File: src/rtl/sap1_pkg.sv
// Shared SAP-1 controller definitions: opcodes, T-state names and the control-word layout.
// CTRL_VARCYCLE_EN (see controller_sequencer) needs nothing extra from this package.
package sap1_pkg;

    localparam int SAP_OP_W   = 4;
    localparam int SAP_RING_W = 6;

    localparam logic [SAP_OP_W-1:0] OP_LDA = 4'b0000;
    localparam logic [SAP_OP_W-1:0] OP_ADD = 4'b0001;
    localparam logic [SAP_OP_W-1:0] OP_SUB = 4'b0010;
    localparam logic [SAP_OP_W-1:0] OP_OUT = 4'b1110;
    localparam logic [SAP_OP_W-1:0] OP_HLT = 4'b1111;

    typedef enum logic [2:0] {
        T1,
        T2,
        T3,
        T4,
        T5,
        T6,
        T_BAD
    } t_state_e;

    typedef struct packed {
        logic cp;
        logic ep;
        logic n_lm;
        logic n_ce;
        logic n_li;
        logic n_ei;
        logic n_la;
        logic ea;
        logic su;
        logic eu;
        logic n_lb;
        logic n_lo;
    } ctrl_word_t;

    localparam ctrl_word_t CTRL_IDLE = '{
        cp:   1'b0,
        ep:   1'b0,
        n_lm: 1'b1,
        n_ce: 1'b1,
        n_li: 1'b1,
        n_ei: 1'b1,
        n_la: 1'b1,
        ea:   1'b0,
        su:   1'b0,
        eu:   1'b0,
        n_lb: 1'b1,
        n_lo: 1'b1
    };

    // A ring that is not exactly one-hot maps to T_BAD, which decodes as an idle word.
    function automatic t_state_e ring_to_state(input logic [SAP_RING_W-1:0] ring);
        t_state_e s;
        case (ring)
            6'b000001: s = T1;
            6'b000010: s = T2;
            6'b000100: s = T3;
            6'b001000: s = T4;
            6'b010000: s = T5;
            6'b100000: s = T6;
            default:   s = T_BAD;
        endcase
        return s;
    endfunction

endpackage

File: src/rtl/controller_sequencer_ring_counter.sv
// One-hot T-state ring for the SAP-1 sequencer; steps on the falling clock edge.
// Hold freezes the current state, load_t1 jumps back to T1 ahead of the normal wrap.
module ring_counter #(
    parameter int RING_W = 6
) (
    input  logic              clk,
    input  logic              clr,
    input  logic              hold,
    input  logic              load_t1,
    output logic [RING_W-1:0] ring
);

    generate
        if (RING_W != 6) begin : g_bad_ring_w
            $error("ring_counter: RING_W must be 6");
        end
    endgenerate

    // Falling-edge stepping leaves a full half period before the rising-edge loads elsewhere.
    always_ff @(negedge clk or posedge clr) begin
        if (clr) begin
            ring <= RING_W'(1);
        end else if (load_t1) begin
            ring <= RING_W'(1);
        end else if (!hold) begin
            ring <= {ring[RING_W-2:0], ring[RING_W-1]};
        end
    end

endmodule

File: src/rtl/controller_sequencer.sv
// SAP-1 controller-sequencer: opcode latch, halt flag and the control-word decoder.
// Define CTRL_VARCYCLE_EN to end each instruction after its last useful T-state.
module controller_sequencer
    import sap1_pkg::*;
#(
    parameter int OP_W   = 4,
    parameter int RING_W = 6
) (
    input  logic              CLK,
    input  logic              CLR,
    input  logic [OP_W-1:0]   OPCODE,
    output logic              Cp,
    output logic              Ep,
    output logic              nLm,
    output logic              nCE,
    output logic              nLi,
    output logic              nEi,
    output logic              nLa,
    output logic              Ea,
    output logic              Su,
    output logic              Eu,
    output logic              nLb,
    output logic              nLo,
    output logic              HLT,
    output logic [RING_W-1:0] T
);

    logic [RING_W-1:0] ring;
    logic [OP_W-1:0]   op_reg;
    logic              halt;
    logic              load_t1;
    t_state_e          state;
    ctrl_word_t        cw;

    ring_counter #(
        .RING_W (RING_W)
    ) u_ring (
        .clk     (CLK),
        .clr     (CLR),
        .hold    (halt),
        .load_t1 (load_t1),
        .ring    (ring)
    );

    assign state = ring_to_state(ring);

    // The opcode is sampled on the T3->T4 edge only, so later OPCODE activity cannot disturb T4-T6.
    always_ff @(negedge CLK or posedge CLR) begin
        if (CLR) begin
            op_reg <= '0;
            halt   <= 1'b0;
        end else if (state == T3) begin
            op_reg <= OPCODE;
            halt   <= (OPCODE == OP_HLT);
        end
    end

`ifdef CTRL_VARCYCLE_EN
    always_comb begin
        load_t1 = 1'b0;
        if (!halt) begin
            case (op_reg)
                OP_LDA:         load_t1 = (state == T5);
                OP_ADD, OP_SUB: load_t1 = 1'b0;
                OP_HLT:         load_t1 = 1'b0;
                default:        load_t1 = (state == T4);
            endcase
        end
    end
`else
    always_comb begin
        load_t1 = 1'b0;
    end
`endif

    // CLR forces an idle word even though the ring already sits at T1 during reset.
    always_comb begin
        cw = CTRL_IDLE;
        if (!CLR) begin
            case (state)
                T1: begin
                    cw.ep   = 1'b1;
                    cw.n_lm = 1'b0;
                end
                T2: begin
                    cw.cp = 1'b1;
                end
                T3: begin
                    cw.n_ce = 1'b0;
                    cw.n_li = 1'b0;
                end
                T4: begin
                    case (op_reg)
                        OP_LDA, OP_ADD, OP_SUB: begin
                            cw.n_lm = 1'b0;
                            cw.n_ei = 1'b0;
                        end
                        OP_OUT: begin
                            cw.ea   = 1'b1;
                            cw.n_lo = 1'b0;
                        end
                        default: ;
                    endcase
                end
                T5: begin
                    case (op_reg)
                        OP_LDA: begin
                            cw.n_ce = 1'b0;
                            cw.n_la = 1'b0;
                        end
                        OP_ADD, OP_SUB: begin
                            cw.n_ce = 1'b0;
                            cw.n_lb = 1'b0;
                        end
                        default: ;
                    endcase
                end
                T6: begin
                    if (op_reg == OP_ADD || op_reg == OP_SUB) begin
                        cw.eu   = 1'b1;
                        cw.n_la = 1'b0;
                        cw.su   = (op_reg == OP_SUB);
                    end
                end
                default: ;
            endcase
        end
    end

    bus_single_driver: assert property (@(posedge CLK) disable iff (CLR)
        $onehot0({cw.ep, ~cw.n_ce, ~cw.n_ei, cw.ea, cw.eu}));

    assign Cp  = cw.cp;
    assign Ep  = cw.ep;
    assign nLm = cw.n_lm;
    assign nCE = cw.n_ce;
    assign nLi = cw.n_li;
    assign nEi = cw.n_ei;
    assign nLa = cw.n_la;
    assign Ea  = cw.ea;
    assign Su  = cw.su;
    assign Eu  = cw.eu;
    assign nLb = cw.n_lb;
    assign nLo = cw.n_lo;
    assign HLT = halt;
    assign T   = ring;

endmodule
File: config.mk
export PLATFORM = sky130hd
export DESIGN_NAME = controller_sequencer
export DESIGN_NICKNAME = d
export VERILOG_FILES = /design/src/rtl/sap1_pkg.sv /design/src/rtl/controller_sequencer_ring_counter.sv /design/src/rtl/controller_sequencer.sv
export SDC_FILE = /design/constraint.sdc
export NUM_CORES = 1
export LEC_CHECK = 0
export BUFFER_PORTS_ARGS = -buffer_cell sky130_fd_sc_hd__buf_2
export CORE_ASPECT_RATIO = 1.2
export CORE_MARGIN = 2
export CORE_UTILIZATION = 40
export CTS_BUF_LIST = sky130_fd_sc_hd__clkbuf_8 sky130_fd_sc_hd__clkbuf_16
export CTS_CLUSTER_DIAMETER = 30
export CTS_CLUSTER_SIZE = 20
export DETAILED_ROUTE_END_ITERATION = 8
export PLACE_DENSITY_LB_ADDON = 0.3
export SYNTH_ARGS = -nofsm -noshare
export SYNTH_HDL_FRONTEND = slang
export SYNTH_SLANG_ARGS = --single-unit
File: constraint.sdc
create_clock -name CLK -period 1.6 [get_ports CLK]
set_input_delay 0.32 -clock CLK [delete_from_list [all_inputs] [get_ports CLK]]
set_output_delay 0.32 -clock CLK [all_outputs]
set_load 0.1 [all_outputs]
==> results list, run 1 <==
- Clock tree synthesis found a total of 11 sinks.
* Fraction of registers with async set/reset: 1.00
- In this run the cell area of the synthesized design comes to about 660 um^2.
- From bottom edge to top edge, the die measures 48.6 um.
- Number of warnings issued by yosys: 0
- Synthesis produced a netlist with a net count of 64.
- The run stopped with a tool error.
- Placed wire-length estimate after detailed placement: 1760 um
- Stop err: [ERROR DPL-0038] Utilization greater than 100%, impossible to legalize
* Number of enable-type register cells in the synthesized netlist: 0
- Measured along the x axis, the die boundary spans 41.1 um.
- Routability-driven placement finished with a final weighted congestion of 0.772.
- Register area share after synthesis: 0.418
* TritonCTS buffer count: 3
- The synthesized netlist contains 30 unique library cells.
* Number of buffers added on ports: 24
- Root buffer cell: clkbuf_8
* Clk buf depth: 2
* Stage at which the flow ended: 4_1_cts
- Site row count: 16
- Resized Gates After CTS: 50
* Initial core utilization: 0.413
- After synthesis, the mean cell area works out to 11.4 um^2.
* Post-CTS setup buffer count: 13
- Post-placement setup slack: -1.36 ns
- In this run, post-CTS hold repair placed 0 buffers.
- In this run, synthesis produced a sequential element count of 11.
- Most used flip-flop cell after synthesis: dfrtn_1
- In the synthesized netlist, the number of instances is 58.
* Number of top-level pins: 25
- H-Tree Depth: 1
[through the flow]
step	std cells	TNS, ns	cell area, um^2	hold WS [ns]	util
detailed placement	127	-16.34	1340	0.544	0.837
global placement	127	-15.71	1340	0.520	0.837
floorplan	58	-29.79	791	0.486	-
[kinds of logic after synthesis]
kind of cell | count (synthesis) | synth area share
AO/OA/AOI/OAI | 4 | 0.0435
XOR/XNOR | 1 | 0.0132
flip-flops | 11 | 0.418
AND/OR/NAND/NOR | 26 | 0.312
multiplexers | 11 | 0.185
buffers and inverters | 5 | 0.0284
[cells in the mapped netlist (all sizes together) (2+ instances only)]
cell / n / share of area
or3b: 2 / 0.026
inv: 3 / 0.017
nand4: 3 / 0.028
nor4b: 3 / 0.072
clkbuf: 2 / 0.011
nand4b: 2 / 0.026
dfrtn: 10 / 0.38
and4: 2 / 0.026
nor2: 3 / 0.017
or4: 2 / 0.028
mux2: 10 / 0.17
nand2b: 2 / 0.019
==> run 2, diff against run 1 <==
==> config.mk (replaced) <==
export PLATFORM = sky130hd
export DESIGN_NAME = controller_sequencer
export DESIGN_NICKNAME = d
export VERILOG_FILES = /design/src/rtl/sap1_pkg.sv /design/src/rtl/controller_sequencer_ring_counter.sv /design/src/rtl/controller_sequencer.sv
export SDC_FILE = /design/constraint.sdc
export NUM_CORES = 1
export LEC_CHECK = 0
export BUFFER_PORTS_ARGS = -buffer_cell sky130_fd_sc_hd__buf_2
export CORE_AREA = 2 2 63 65
export DETAILED_ROUTE_END_ITERATION = 8
export DIE_AREA = 0 0 65 67
export PLACE_DENSITY_LB_ADDON = 0.15
export SYNTH_ARGS = -nofsm -noshare
export SYNTH_HDL_FRONTEND = slang
export SYNTH_SLANG_ARGS = --single-unit
==> constraint.sdc (replaced) <==
create_clock -name CLK -period 2.1 [get_ports CLK]
set_input_delay 0.42 -clock CLK [delete_from_list [all_inputs] [get_ports CLK]]
set_output_delay 0.42 -clock CLK [all_outputs]
set_load 0.1 [all_outputs]
==> run 2 against run 1 <==
Effect of this change: synthesized cell count unchanged; area after synthesis did not move; the flow now finishes, with violations (setup timing).
==> results list, run 2 <==
- The share of synthesized area in the top cell type comes to 0.378.
- Area growth from synthesis to layout: 146%
- Placed wire-length estimate after detailed placement: 1590 um
- In the layout the commonest cells are 26 x buf_4, 20 x buf_12, 10 x dfrtn_1, 10 x mux2_2, 8 x buf_6.
* Total gr overflow: 0
- For this configuration, the core starts out at a cell density of 0.184.
- The placed instances occupy a cell area of roughly 0.0014 mm^2.
- The count of cells in the finished layout, fillers not included, comes to 168.
* Starting DRC count in detailed routing: 8
- Post-synthesis net count: 64
* Post-synthesis cell count: 58
- The clock passes through at most 2 buffers.
* Result of the run: finished, violations left
- The routed design has 2010 um of wire.
- Design Area, Final: 0.00163 mm^2
- Final ANT Viol Nets: 0
- Fillers: approximately 350
- Power spread over the standard cell area amounts to ~310 mW/mm^2.
- For this run, the share of the core covered by cells in the final layout is 0.451.
* CTS tree: yes
* Max FO, Critical Path: 4
- The setup path with the least slack is of type flop to output port.
- Largest net degree at the start of global routing: 12
- Via count normalized by instance count: 4.18
- In this run the horizontal extent of the chip is 65 um.
* Number of warnings issued by yosys: 0
- Average size of a mapped cell: 11.4 um^2
- Mapped Area: 662 um^2
- The total count of max-transition violations in the final report came to 0.
* CORE AREA: 0.00361 mm^2
- The congestion estimate from routability-driven global placement came to 0.764.
- Leakage power of the design: between 0.7 and 0.8 nW
- Max FFs per register: 6
- Register area share after synthesis: 0.418
- Of all flip-flops after synthesis, the portion carrying an async set or reset was 1.00.
- Dividing the detail-routed wire length by the instance count gives around 12 um.
- Clock tree synthesis found a total of 11 sinks.
- Area taken by flip-flops and latches: about 280 um^2
* Number of buffers added on ports: 24
- For this block, the via count after detailed routing is 702.
- GRT Total Usage: 0.0972
* Initial antenna violation count: 0
- In this run, synthesis produced a sequential element count of 11.
- Leaving out fill and tap cells, the most frequent cell in the layout is buf_4.
- At the pin with the least slew margin, the transition time is 0.283 ns.
* Root buffer cell: clkbuf_8
* Insertion delay of the later-clocked pin in the worst-skew pair: 0.29 ns
* Net count of the finished layout: 127
* Area enclosed by the die boundary: roughly 0.0044 mm^2
* Req. time, crit path: between 1.5 and 2 ns
- Buffers inserted during clock tree synthesis total 3.
- Clock-pin slew on the worst setup and hold paths: about 0.04 ns
- The first global-routing pass estimated 3200 um of wire.
* Violations in the final reports: setup timing
* Final Hold Fails: 0
- Cell accounting for the most synthesized area: dfrtn_1
- Including well taps, the total number of placed cells is 156.
- After routing, the total negative slack on setup checks comes to -17.39 ns.
- The worst hold path belongs to the class flop to flop.
- Setup repair after global routing could not meet its margin everywhere.
- Drt pass-1 iters: 4
- Height of the die: 67 um
- Synth unique cells: 30
* DRC: 0
- VDD sags by at most 0.000265 V.
- CTS built an H-tree with a depth of 1.
* Final Setup Violations: 19
- Sorting the synthesized cells by how often they occur yields 10 x dfrtn_1, 10 x mux2_2, 3 x inv_1, 3 x nand4_1, 3 x nor2_1.
- Footprint of the multi-input gates: just over 500 um^2
- Number of enable-type register cells in the synthesized netlist: 0
- Fraction of layout cells with a size suffix above 1: 0.783
- Max-cap violations: 0
- For the worst setup path, the data arrival time is slightly above 3 ns.
- Once routing completed, OpenROAD measured the worst setup slack at -1.43 ns.
- In the synthesized netlist the dominant register cell turns out to be dfrtn_1.
- The worst setup path is captured at an output port.
* Worst Setup Start Kind: flop
- The repair_antennas step left the layout with diodes totalling 0.
* Relative slew margins: 0.810
- Site row count: 22
- Largest cells by area after synthesis: dfrtn_1 38%, mux2_2 17%, dfstp_2 4.0%
* Clock skew: 0.0393 ns
- Number of top-level pins: 25
- Vias in the first global route: 679
[run 2: kinds of logic (layout without fill, tap and decap cells)]
group | count (synthesis) | count (layout) | synth area share
AND/OR/NAND/NOR | 26 | 26 | 0.312
flip-flops | 11 | 11 | 0.418
multiplexers | 11 | 11 | 0.185
XOR/XNOR | 1 | 1 | 0.0132
buffers and inverters | 5 | 67 | 0.0284
AO/OA/AOI/OAI | 4 | 4 | 0.0435
[run 2: per-stage QoR]
step                power [mW]  hold WS [ns]  worst slack, ns
floorplan                0.256         0.486            -2.36
global placement         0.289         0.524            -1.14
CTS                      0.499         0.533            -1.42
finish                   0.497         0.528            -1.43
detailed placement       0.290         0.533            -1.16
global route             0.526         0.560            -1.49
[run 2: area by class of cell]
type | instances | share of cell area
Tap cell | 48 | 0.0369
Clock inverter | 1 | 0.00231
Multi-Input combinational cell | 42 | 0.310
Inverter | 2 | 0.00462
Timing Repair Buffer | 60 | 0.446
Sequential cell | 11 | 0.172
Clock buffer | 4 | 0.0277
[run 2: worst max-delay path: stages, from the launching register on]
cell and delay (ns):
dfstp_4 0.45, or4_4 0.53, nor4b_4 0.22, buf_4 0.17
and4_4 0.23, buf_12 0.17
[run 2: worst paths after layout]
check                                                 from  slack [ns]                         end  cells after the start
worst max-delay path            u_ring.ring[0]$_DFFE_NP1N_       -1.43                          Ea                      5
worst min-delay path                 op_reg[1]$_DFFE_NP0N_        0.53       op_reg[1]$_DFFE_NP0N_                      1
worst max register to register  u_ring.ring[0]$_DFFE_NP1N_        0.42       op_reg[0]$_DFFE_NP0N_                      4
max in group asynchronous                              CLR        0.55  u_ring.ring[4]$_DFFE_NP0N_                      4
min in group asynchronous                              CLR        1.21  u_ring.ring[3]$_DFFE_NP0N_                      3
worst min register to register       op_reg[1]$_DFFE_NP0N_        0.53       op_reg[1]$_DFFE_NP0N_                      1
[run 2: power breakdown]
group	internal [mW]	switching, mW	total, mW	leakage, nW
clock network	0.135	0.0731	0.208	0.0281
registers	0.218	0.00451	0.223	0.142
logic	0.0338	0.0320	0.0659	0.531
[run 2: repair_timing]
| item | in CTS | in global routing |
|---|---|---|
| pin swaps | 8 | 2 |
| buffers inserted | 5 | 5 |
| endpoints found under the setup margin | 19 | 19 |
| hold buffers | 0 | 0 |
| resized for setup | 34 | 9 |
| endpoints found under the hold margin | 0 | 0 |
[run 2: per-layer routing]
metal	part of all wire	up-vias	GRT usage
met5	0	-	0
met2	0.58	13	0.182
met3	0.026	2	0.0169
li1	-	349	-
met4	0.0094	0	0.0319
met1	0.39	338	0.111
No activity file was read; power rests on OpenSTA's default activity.
==> run 3, diff against run 2 <==
--- a/config.mk
+++ b/config.mk
@@ -5,10 +5,10 @@
 export SDC_FILE = /design/constraint.sdc
 export NUM_CORES = 1
 export LEC_CHECK = 0
-export BUFFER_PORTS_ARGS = -buffer_cell sky130_fd_sc_hd__buf_2
 export CORE_AREA = 2 2 63 65
 export DETAILED_ROUTE_END_ITERATION = 8
 export DIE_AREA = 0 0 65 67
+export DONT_BUFFER_PORTS = 1
 export PLACE_DENSITY_LB_ADDON = 0.15
 export SYNTH_ARGS = -nofsm -noshare
 export SYNTH_HDL_FRONTEND = slang
==> run 3 against run 2 <==
Effect of this change: the run still ends with setup timing left; clock skew barely moved; sequential share of layout area grew 1.3 points; final cell count shrank 7.7%; combinational power is 17% lower; register-to-register slack got worse by 0.09 ns; setup slack improved by 0.14 ns; global-route usage is 0.32 points higher; first-iteration DRC count unchanged; utilization fell by 3.1 points; non-clock buffer count is 13 lower; critical path type unchanged; largest power group unchanged.
==> results list, run 3 (same netlist as run 2, synthesis figures left out) <==
- Vias in the first global route: around 700
* Violations in the final reports: setup timing
- For this run, the total global-route usage over all layers was measured as 0.100.
- First-pass GRT wire length: 3260 um
- In the routed layout, each cell is associated on average with a via count of 4.21.
- Clk buf depth: 2
- Area enclosed by the die boundary: roughly 0.0044 mm^2
- Dividing the detail-routed wire length by the instance count gives 12.9 um.
- Fraction of layout cells with a size suffix above 1: 0.757
* Post-Route Utilization: 0.420
- Post-placement cell count: 147
- For this block, the via count after detailed routing is 652.
- STA classifies the critical path startpoint as a flop.
- Final Hold Fails: 0
- Leaving out filler cells and counting taps, the final layout contains about 160.
- Diode insertion count for antenna repair: 0
* Type of destination of the critical path: output port
- Result of the run: finished, violations left
- Req. time, crit path: 1.68 ns
- Entering global routing, the biggest net connects 12 pins.
- Total negative slack for setup checks: -16.92 ns
- For this block, the initial DRC count from the detailed router was 8.
* Number of top-level pins: 25
- The tree built by TritonCTS fans out to 11 sinks.
* Max FO, Critical Path: 3
- Crit Path Category: flop to output port
- TritonCTS buffer count: 3
- In this run the tightest slew margin relative to its limit is 0.798.
- Height of the die: approximately 67 um
* Max-cap violations: 0
- TritonCTS built the clock tree.
- Summed over all layers, the routed wires come to 2000 um.
- The clock arrives with 0.0398 ns of skew.
- After legalization and detailed placement, the total HPWL measured 1630 um.
- Clock latency on the worst-skew pair, taken at its later pin, is 0.29 ns.
* Drt pass-1 iters: 4
- Net count of the finished layout: between 100 and 150
* Number of hold buffers added after CTS: 0
- CORE AREA: between 0.003 and 0.004 mm^2
- Data arrives at the worst endpoint at 2.97 ns.
- Post-layout worst setup margin: -1.29 ns
- The floorplan has 22 rows.
* Slew Viols, Final: 0
* Leakage power of the design: 0.637 nW
- For the pin with the worst max-slew slack, the measured transition is 0.303 ns.
- Final ANT Viol Nets: 0
* Gpl congestion: 0.729
- For this run, design rule violations remaining after detail routing come to 0.
* RSZ-0062 raised after global routing: true
* Max FFs per register: 6
* Design Area, Final: about 0.0015 mm^2
* Clock-pin slew on the worst setup and hold paths: 0.04 ns
* Power Density: 317 mW/mm^2
- Initial antenna violation count: 0
- Across all hold checks on the routed design, the worst slack comes to 0.560 ns.
* Final Setup Violations: 19
- Root buffer cell: clkbuf_8
* Number of buffers added on ports: 0
- Worst vdd ir: 0.000200 V
- The worst hold path belongs to the class flop to flop.
* Area growth from synthesis to layout: 129%
- Leaving out fill and tap cells, the most frequent cell in the layout is buf_4.
* Post-placement cell area: 0.00127 mm^2
- Total gr overflow: 0
- The floorplan step set the die width to approximately 65 um.
* Initial core utilization: 0.184
- H-Tree Depth: 1
- Highest-count cells in the layout ignoring fill and taps: 21 x buf_4, 18 x buf_12, 10 x dfrtn_1, 10 x mux2_2, 8 x buf_6
==> run 3: cell count changes in the layout (fill, tap and decap cells not counted), sizes merged <==
cell,before,now
clkbuf,4,3
buf,60,47
inv,3,4
==> run 3: path summary, 6_finish.rpt <==
path | start | end | slack, ns | cells after the start
max | u_ring.ring[0]$_DFFE_NP1N_ | nLm | -1.29 | 5
min | op_reg[2]$_DFFE_NP0N_ | op_reg[2]$_DFFE_NP0N_ | 0.56 | 2
max reg2reg | u_ring.ring[0]$_DFFE_NP1N_ | op_reg[1]$_DFFE_NP0N_ | 0.33 | 5
min reg2reg | op_reg[2]$_DFFE_NP0N_ | op_reg[2]$_DFFE_NP0N_ | 0.56 | 2
max in group asynchronous | CLR | u_ring.ring[5]$_DFFE_NP0N_ | 0.85 | 2
min in group asynchronous | CLR | u_ring.ring[2]$_DFFE_NP0N_ | 0.87 | 1
==> run 3: area by class of cell <==
type / instances / area, um^2
Tap cell: 48 / 60.1
Sequential cell: 11 / 280
Inverter: 2 / 7.51
Clock buffer: 3 / 41.3
Clock inverter: 2 / 7.51
Timing Repair Buffer: 47 / 608
Multi-Input combinational cell: 42 / 509
Fill cell: 346 / 2090
==> run 3: timing repair <==
item | 4_1_cts | 5_1_grt
endpoints found under the setup margin | 19 | 19
resized for setup | 39 | 2
pin swaps | 12 | 3
buffers inserted | 5 | 1
==> run 3: report_power, final <==
| group | leakage (nW) | switching [mW] | total [mW] | internal (mW) |
|---|---|---|---|---|
| combinational | 0.463 | 0.0270 | 0.0549 | 0.0279 |
| sequential | 0.142 | 0.00332 | 0.222 | 0.219 |
| clock | 0.0322 | 0.0731 | 0.203 | 0.130 |
| total | 0.637 | 0.103 | 0.480 | 0.376 |
==> run 3: routing by layer <==
metal	vias up	global-route usage	wire (um)
li1	323	-	-
met1	312	0.108	799
met2	13	0.186	1090
met3	4	0.0270	79
met4	0	0.0399	31
met5	-	0	0
==> run 3: critical path, cell delays in order, from the launching register on <==
cell,delay (ns)
dfstp_4,0.45
or4_4,0.43
nor4b_4,0.29
buf_4,0.20
a31oi_4,0.08
buf_12,0.17
==> run 3: per-stage QoR <==
stage / setup WS, ns / power, mW
after floorplan: -2.36 / 0.256
after global placement: -1.10 / 0.280
after detailed placement: -1.12 / 0.280
after CTS: -1.37 / 0.484
after global routing: -1.38 / 0.503
final: -1.29 / 0.480
==> run 4, diff against run 3 <==
==> constraint.sdc (replaced) <==
create_clock -name CLK -period 2.1 [get_ports CLK]
set_input_delay 0.105 -clock CLK [delete_from_list [all_inputs] [get_ports CLK]]
set_output_delay 0.105 -clock CLK [all_outputs]
set_load 0.1 [all_outputs]
==> run 4 against run 3 <==
Effect of this change: the run still ends with setup timing left; via count grew 1.2%; die area is the same; count of clock-buffer cells in the layout is the same; critical path type unchanged; critical endpoint unchanged; largest cell class unchanged; largest power group unchanged.
==> results list, run 4 (same netlist as run 2, synthesis figures left out) <==
- Result of the run: finished, violations left
- Violations in the final reports: setup timing
- DRC: 0
- The analysis attributes to cell leakage a power of about 0.63 nW.
- The die is 65 um wide.
- The worst setup path is captured at an output port.
* CORE AREA: 0.00361 mm^2
* Clock sink count: 11
- Worst min path class: primary input to output port
- For the pin with the worst max-slew slack, the measured transition is 0.493 ns.
* TritonCTS buffer count: 3
* Initial core utilization: 0.184
- Data on the critical path arrives at its endpoint at 2.98 ns.
- Total Wirelength: 2000 um
* Crit Path Category: flop to output port
- Number of top-level pins: 25
* Final Hold Fails: 0
- Dividing the detail-routed wire length by the instance count gives 12.8 um.
* Area taken by flip-flops and latches: 277 um^2
- Clock-pin slew on the worst setup and hold paths: ~0.03 ns
- Starting DRC count in detailed routing: 18
- In this run the remaining antenna-violating nets after routing total 0.
* Post-Route Utilization: 0.413
* Insertion delay of the later-clocked pin in the worst-skew pair: a little under 0.3 ns
* Area growth from synthesis to layout: 125%
* H-Tree Depth: 1
- Final Non-Filler Cells: 156
- Power consumption: approximately 0.48 mW
- Total gr overflow: 0
- First-pass GRT wire length: 3080 um
- Vias in the first global route: 673
* Commonest non-fill, non-tap cell in the layout: buf_4
* Switching component of the power: 0.106 mW
* Req. time, crit path: 2.00 ns
- Register share of total power: 0.462
- Part of the power in combinational logic: 0.108
- Entering global routing, the biggest net connects 13 pins.
* Hold slack: roughly 0.4 ns
- Drt pass-1 iters: 2
* Via count normalized by instance count: 4.23
* Vias post-DR: 660
- Share of power burned in the clock network: 0.431
- Slew Viols, Final: 0
- In the final layout, the multi-input gates occupy 494 um^2.
- Post-placement setup slack: -0.702 ns
- Setup repair after global routing could not meet its margin everywhere.
- Worst vdd ir: 0.000267 V
- Area enclosed by the die boundary: 0.00436 mm^2
- Worst Setup Start Kind: flop
* Design Area, Final: 0.00149 mm^2
- On the final layout, the worst clock skew is 0.0435 ns.
- GRT Total Usage: 0.0910
* Gpl congestion: just over 0.7
* Number of buffers added on ports: 0
- The number of antenna violations at the first check in global routing came to 0.
- TritonCTS built the clock tree.
- In the layout the commonest cells are 23 x buf_4, 16 x buf_12, 10 x dfrtn_1, 10 x mux2_2, 7 x buf_6.
- Of the total power, the share spent switching nets is 0.220.
* Max FO, Critical Path: 3
- Post-placement cell area: 0.00126 mm^2
- Across the run, the number of max-cap violations was 0.
- Once placement completed, the tool counted placed cells totaling 146.
- Post-layout worst setup margin: -0.989 ns
- Total negative slack for setup checks: -10.86 ns
- Site row count: 22
- For this design the ratio of total power to cell area is roughly 320 mW/mm^2.
- In this run the clock root is driven by a clkbuf_8.
- Final Setup Violations: 18
- Relative slew margins: 0.671
- Fraction of layout cells with a size suffix above 1: 0.759
- The net count of the finished layout is 115.
* Clk buf depth: 2
- Placed wire-length estimate after detailed placement: 1620 um
* Fillers: 340
- Max FFs per register: 6
- The number of antenna diodes in the final layout is 0.
* Height of the die: 67 um
- Internal power comes to 0.374 mW.
run 4: worst paths after layout:
path	startpoint	endpoint	slack [ns]	depth (start not counted)
max in group asynchronous	CLR	u_ring.ring[0]$_DFFE_NP1N_	0.97	1
setup / recovery	u_ring.ring[0]$_DFFE_NP1N_	nLm	-0.99	5
setup reg to reg	u_ring.ring[5]$_DFFE_NP0N_	op_reg[2]$_DFFE_NP0N_	0.38	7
hold / removal	CLR	Cp	0.40	2
min in group asynchronous	CLR	u_ring.ring[1]$_DFFE_NP0N_	0.70	1
hold reg to reg	op_reg[2]$_DFFE_NP0N_	op_reg[2]$_DFFE_NP0N_	0.56	2
run 4: power groups by stage:
stage | Combinational (mW) | Clock (mW) | Sequential (mW)
CTS | 0.0505 | 0.210 | 0.222
floorplan | 0.0218 | 0.00596 | 0.229
global route | 0.0558 | 0.221 | 0.222
finish | 0.0516 | 0.207 | 0.222
global placement | 0.0476 | 0.00596 | 0.225
detailed placement | 0.0483 | 0.00596 | 0.225
run 4: worst max-delay path, stage by stage (launching register included):
cell     delay, ns
dfstp_2       0.35
or4_4         0.53
nor4b_4       0.29
buf_4         0.20
a31oi_4       0.09
buf_12        0.17
run 4: layer usage:
| metal | vias up | routed length, um | GRT usage |
|---|---|---|---|
| met2 | 13 | 1160 | 0.188 |
| met4 | 0 | 27 | 0.0399 |
| met1 | 322 | 750 | 0.0922 |
| met3 | 2 | 65 | 0.00507 |
| li1 | 323 | - | - |
| met5 | - | 0 | 0 |
run 4: cell type report:
class / instances / share of cell area
timing repair buffer: 48 / 0.404
clock inverter: 2 / 0.00504
multi-input combinational: 42 / 0.332
inverter: 2 / 0.00504
clock buffer: 3 / 0.0277
sequential: 11 / 0.186
tap: 48 / 0.0403
run 4: what timing repair did:
action	in CTS	in global routing
hold buffers	0	0
pin swaps	8	4
setup endpoints to repair	18	18
setup buffers	4	3
resized for setup	27	7
